### src/rtl/rv32i_pkg.sv
// rv32i_pkg: shared fetch FSM encoding and default reset PC
package rv32i_pkg;
    localparam logic [1:0] S_REQ   = 2'd0;
    localparam logic [1:0] S_WAIT  = 2'd1;
    localparam logic [1:0] S_OUT   = 2'd2;
    localparam logic [1:0] S_FAULT = 2'd3;
    localparam logic [31:0] DEFAULT_RESET_PC = 32'h0000_0000;
endpackage

### src/rtl/pc_incr_rv32i.sv
// pc_incr_rv32i: combinational PC+4, wrapping modulo 2^32
module pc_incr_rv32i (
    input  logic [31:0] pc,
    output logic [31:0] pc_next
);
    assign pc_next = pc + 32'd4;
endmodule

### src/rtl/fetch_unit_rv32i.sv
// fetch_unit_rv32i: single-outstanding instruction fetch with misaligned-target fault
module fetch_unit_rv32i
    import rv32i_pkg::*;
#(
    parameter logic [31:0] RESET_PC = DEFAULT_RESET_PC
) (
    input  logic        clock,
    input  logic        reset,
    input  logic [31:0] PCin,
    output logic        imem_req,
    output logic [31:0] imem_addr,
    input  logic        imem_gnt,
    input  logic        imem_rvalid,
    input  logic [31:0] imem_rdata,
    output logic [31:0] PC,
    output logic [31:0] PCnew,
    output logic [31:0] instr,
    output logic        instr_valid,
    input  logic        instr_ready,
    output logic        fault,
    output logic [31:0] fetch_count
);
    logic [1:0] state;

    pc_incr_rv32i u_incr (
        .pc      (PC),
        .pc_next (PCnew)
    );

    assign imem_req    = state == S_REQ;
    assign imem_addr   = PC;
    assign instr_valid = state == S_OUT;
    assign fault       = state == S_FAULT;

    // request -> wait for data -> hold for decode; a misaligned next PC parks the unit in FAULT
    always_ff @(posedge clock) begin
        if (reset) begin
            state       <= S_REQ;
            PC          <= RESET_PC;
            instr       <= '0;
            fetch_count <= '0;
        end else begin
            case (state)
                S_REQ: state <= imem_gnt ? S_WAIT : S_REQ;
                S_WAIT: begin
                    if (imem_rvalid) begin
                        instr <= imem_rdata;
                        state <= S_OUT;
                    end
                end
                S_OUT: begin
                    if (instr_ready) begin
                        fetch_count <= fetch_count + 32'd1;
                        if (PCin[1:0] == 2'b00) begin
                            PC    <= PCin;
                            state <= S_REQ;
                        end else begin
                            state <= S_FAULT;
                        end
                    end
                end
                default: state <= S_FAULT;
            endcase
        end
    end
endmodule

### config.mk
export PLATFORM = sky130hd
export DESIGN_NAME = fetch_unit_rv32i
export DESIGN_NICKNAME = d
export VERILOG_FILES = /design/src/rtl/rv32i_pkg.sv /design/src/rtl/pc_incr_rv32i.sv /design/src/rtl/fetch_unit_rv32i.sv
export SDC_FILE = /design/constraint.sdc
export NUM_CORES = 1
export LEC_CHECK = 0
export ABC_AREA = 1
export CAP_MARGIN = 40
export CORE_MARGIN = 4
export CORE_UTILIZATION = 40
export DETAILED_ROUTE_END_ITERATION = 12
export PLACE_DENSITY = 0.83
export SLEW_MARGIN = 15
export SYNTH_ARGS = -nofsm -noshare
export SYNTH_HDL_FRONTEND = slang
export SYNTH_SLANG_ARGS = --single-unit
### constraint.sdc
create_clock -name clock -period 2.6 [get_ports clock]
set_clock_uncertainty 0.2 [all_clocks]
set_input_delay 0.78 -clock clock [delete_from_list [all_inputs] [get_ports clock]]
set_output_delay 0.78 -clock clock [all_outputs]
set_load 0.01 [all_outputs]
======== Word level (Yosys, flattened, before mapping) ========
Cells that the tools add are included.
operators by class
  equal/unequal tests ..................... 5
  reductions and logical operators ........ 6
  multiplexer cells ....................... 5
  $add $sub $neg .......................... 2
operators with widths
  operator                                                                number
  32-bit by 1-bit adder with 32-bit output (second input constant)        1
  32-bit by 3-bit adder with 32-bit output (second input constant)        1
  2-bit two-way mux                                                       3
  2-bit case mux with 3 select lines                                      1
  2-bit AND reduction                                                     3
  2-bit equality test (second input constant)                             2
  2-bit logical NOT                                                       2
  3-bit AND reduction                                                     1
  2-bit by 1-bit equality test with 1-bit output (second input constant)  1
  2-bit by 1-bit != test with 1-bit output (second input constant)        1
  2-bit != test (second input constant)                                   1
  1-bit two-way mux                                                       1
storage, ports and cells
  bits of input ports ..................... 69
  flip-flop bits (word level) ............. 98

======== Depth between registers and ports, before layout ========
  depth in word-level cells ............... 4
  mapped depth ............................ 9
  depth with buffers taken out ............ 9

======== By module ========
Synthesis repeated with hierarchy kept, for this count alone.
second synthesis, totals
  cells, all modules ...................... 801
  area total of the unflattened synthesis .. 5326.4 um^2
by module, submodules not included
  module            cells each  instances  area an instance (um^2)
  fetch_unit_rv32i  624         1          4416.7
  pc_incr_rv32i     177         1          909.6

======== Worst setup path after synthesis ========
OpenSTA, ideal clock, no wires.
  kind .................................... register to output
  start ................................... register PC[3]
  end ..................................... output port PCnew[20]
  arrival ................................. 1.506 ns
  stages on the path, launching flop included .. 8
  required time ........................... 1.620 ns
  setup slack ............................. 0.114 ns
  buffers on the path ..................... 0
  cell sequence ........................... dfxtp_1 > ha_1 > nand2_1 > nor3_2 > nand2_1 > nor2_2 > nand2_1 > xnor2_1
between the ends
  cells in the longest elaborated chain, start to end .. 1
RTL lines
  element                                   line                    text
  start: declaration                        fetch_unit_rv32i.sv:15  output logic [31:0] PC,
  start signal: assignment                  fetch_unit_rv32i.sv:55  PC <= PCin;
  32-bit by 3-bit adder with 32-bit output  pc_incr_rv32i.sv:6      assign pc_next = pc + 32'd4;
  end: declaration                          fetch_unit_rv32i.sv:16  output logic [31:0] PCnew,
No other way between the ends.

======== Worst setup path after layout ========
  start ................................... register PC[2]
  end ..................................... output port PCnew[25]
The elaborated chain is that of the path after synthesis.

==> out/results.ini <==
[yosys]
synth_edf_count=0
ys_seq_area_frac=0.382
yosysWarnings=0
syn_area_mm2=0.00514
syn_inst=749
synth_area_per_cell_um2=6.86
yosysTopAreaCell=dfxtp_1
ys_types=33
syn_nets=820
ys_top_cells_by_count=nor2_1, nand2_1, dfxtp_1
synthArstFlopShare=0
ys_top_cells_by_area=dfxtp_1, nor2_1, nand2_1
synth_top_area_frac=0.382
synth-main-ff-cell=dfxtp_1
synth.most_common_cell=nor2_1
ys_ff_latch=98

[floorplanning]
dieArea_mm2=0.0147
num_rows=41
ios=232
die_y_um=121
die_w_um=121
coreArea_mm2=0.0126
initial_core_util=0.407

[worst_setup_path]
crit_required_ns=1.62
cp.arrival_ns=1.73
timing.reg2reg.setup_slack_ns=0.75
cp_slowest_cell=dfxtp_4
rr_worst_depth=8
reg2reg_from=fetch_count[1]
worstPathMaxFanout=4
path_class=reg -> out
timing.rr.end=fetch_count[14]
path_common_cell=nand3_4
setup.worst_path.end_class=output port
cpPeakStageDelay_ns=0.37
startpoint_type=flop
path_cells=buf_6 > nand3_4 > nor2_4 > nand3_4 > nor3_4 > xor2_1 > buf_2

[cts]
cts-root-buf=clkbuf_16
cts_hold_buf=0
clock_sinks=98
cts_buffers=9
insertion_delay_ns=0.35
htreeDepth=3
cts_buffer_depth=2
cts_tree=yes
clkTransAtPathRegs_ns=0.07

[place]
place.port_buffers=231
dp_hpwl_mm=13.1
dp.cells=1167
place_congestion=0.948
dpl_cell_area_mm2=0.00789
dp_slack_ns=-0.246

[global_routing]
antenna_found_initial=1
track_usage=0.226
grt_pass1_wl_mm=26.8
grt_pass1_vias=5462
overflow=0
grt_max_degree=65

[sta]
fmax_mhz=369
maxSlewHeadroom=0.645
fin_ws_ns=-0.107
rsz0062_at_grt=yes
period_needed_ns=2.71
slew_violations=0
post-route-period-util=1.04
finalHoldViolCount=0
setup-violations-final=21
worst_slew_pin_slew_ns=0.533

[route]
wl_per_cell_um=15.0
routed_wl_mm=18.0
drt-pass1-iter-count=4
vias=5897
drc=0
ant_nets=0
drtIter0Drc=346
vias_per_cell=4.90

[power]
peakVddDrop_uv=430
total_leakage_power_uw=0.00364
p_total_uw=3690
cellPowerDensity_mw_per_mm2=423

[status]
outcome=finished, violations left
violations=setup timing

[hold_path]
min_path_type=reg -> reg
min-delay-start=instr[22]
worstHoldPathCells=2
hold_end=instr[22]

[layout]
syn2layout_area_growth_pct=69.9
nNetsFinal=1099
layout-drive-gt1-share=0.233
insertedDiodeCount=0
instances_no_fill=1204
nFillCells=1051
design_area_mm2=0.00873

[run]
maxCapViolations=0

## critical path, delay by kind of cell (launching register included)
kind          cells  cell delay (ns)
buf+inv           2             0.25
flops             1             0.37
simple gates      4             0.61
xor+xnor          1             0.15
## how the worst max path moves through the flow
stage	start	end	slack, ns	cells past startpoint
after CTS	PC[2]	PCnew[25]	-0.16	7
after detailed placement	PC[3]	PCnew[25]	-0.25	7
after global routing	PC[10]	PCnew[30]	-0.22	9
final	PC[2]	PCnew[25]	-0.11	7
after global placement	PC[10]	PCnew[14]	-0.22	6
after floorplan	PC[3]	PCnew[20]	0.11	7
## layout make-up
| type | count | area [um2] | share of cell area |
|---|---|---|---|
| clock buffer | 11 | 253 | 0.0290 |
| clock inverter | 4 | 51.3 | 0.00588 |
| inverter | 96 | 372 | 0.0426 |
| multi-input combinational | 498 | 2810 | 0.322 |
| sequential | 98 | 2010 | 0.231 |
| tap | 172 | 215 | 0.0247 |
| timing repair buffer | 325 | 3020 | 0.346 |
## power by group
part | switching, uW | internal [uW] | total, uW
sequential | 59.7 | 1580 | 1640
combinational | 307 | 379 | 686
clock | 573 | 793 | 1370
## metrics by stage
step | util | hold slack [ns] | setup TNS (ns)
finish | 0.692 | 0.242 | -1.33
detailed placement | 0.625 | 0.235 | -3.15
CTS | 0.671 | 0.246 | -1.68
global route | 0.692 | 0.264 | -3.09
floorplan | - | 0.267 | 0
global placement | 0.625 | 0.229 | -2.38
## repair_timing
item,4_1_cts,5_1_grt
setup buffers,14,9
endpoints found under the setup margin,28,26
gates resized for setup,188,62
pin swaps,31,40
## per-layer routing
| metal | up-vias | GRT usage | wire length, um |
|---|---|---|---|
| met2 | 239 | 0.394 | 8720 |
| met5 | - | 0 | 7 |
| met3 | 46 | 0.0723 | 1570 |
| met4 | 2 | 0.0735 | 513 |
| li1 | 2918 | - | - |
| met1 | 2692 | 0.261 | 7240 |
## sequential cells by signal (all words and copies together) (netlist names)
register     flops
PC              32
fetch_count     32
instr           32
state            2
## kinds of logic after synthesis
family	Yosys count	share of synthesized area
flops	98	0.382
buf+inv	153	0.143
compound gates	139	0.138
simple gates	331	0.289
xor+xnor	26	0.0443
fa+ha+maj	2	0.00487
## layout by cell type, fill, tap and decap left out, types with 9 or more instances in the layout
master	instances
clkdlybuf4s50_1	202
nor2_1	103
nand2_1	97
inv_1	85
dfxtp_1	78
o21ai_0	73
buf_4	71
a21oi_1	60
nand3_1	36
buf_2	24
nor2_4	20
buf_6	20
xor2_1	19
nand2_2	14
dfxtp_4	11
nand4_1	11
nand2_4	10
dfxtp_2	9
clkbuf_16	9
Power figures use the tool's default switching activity.
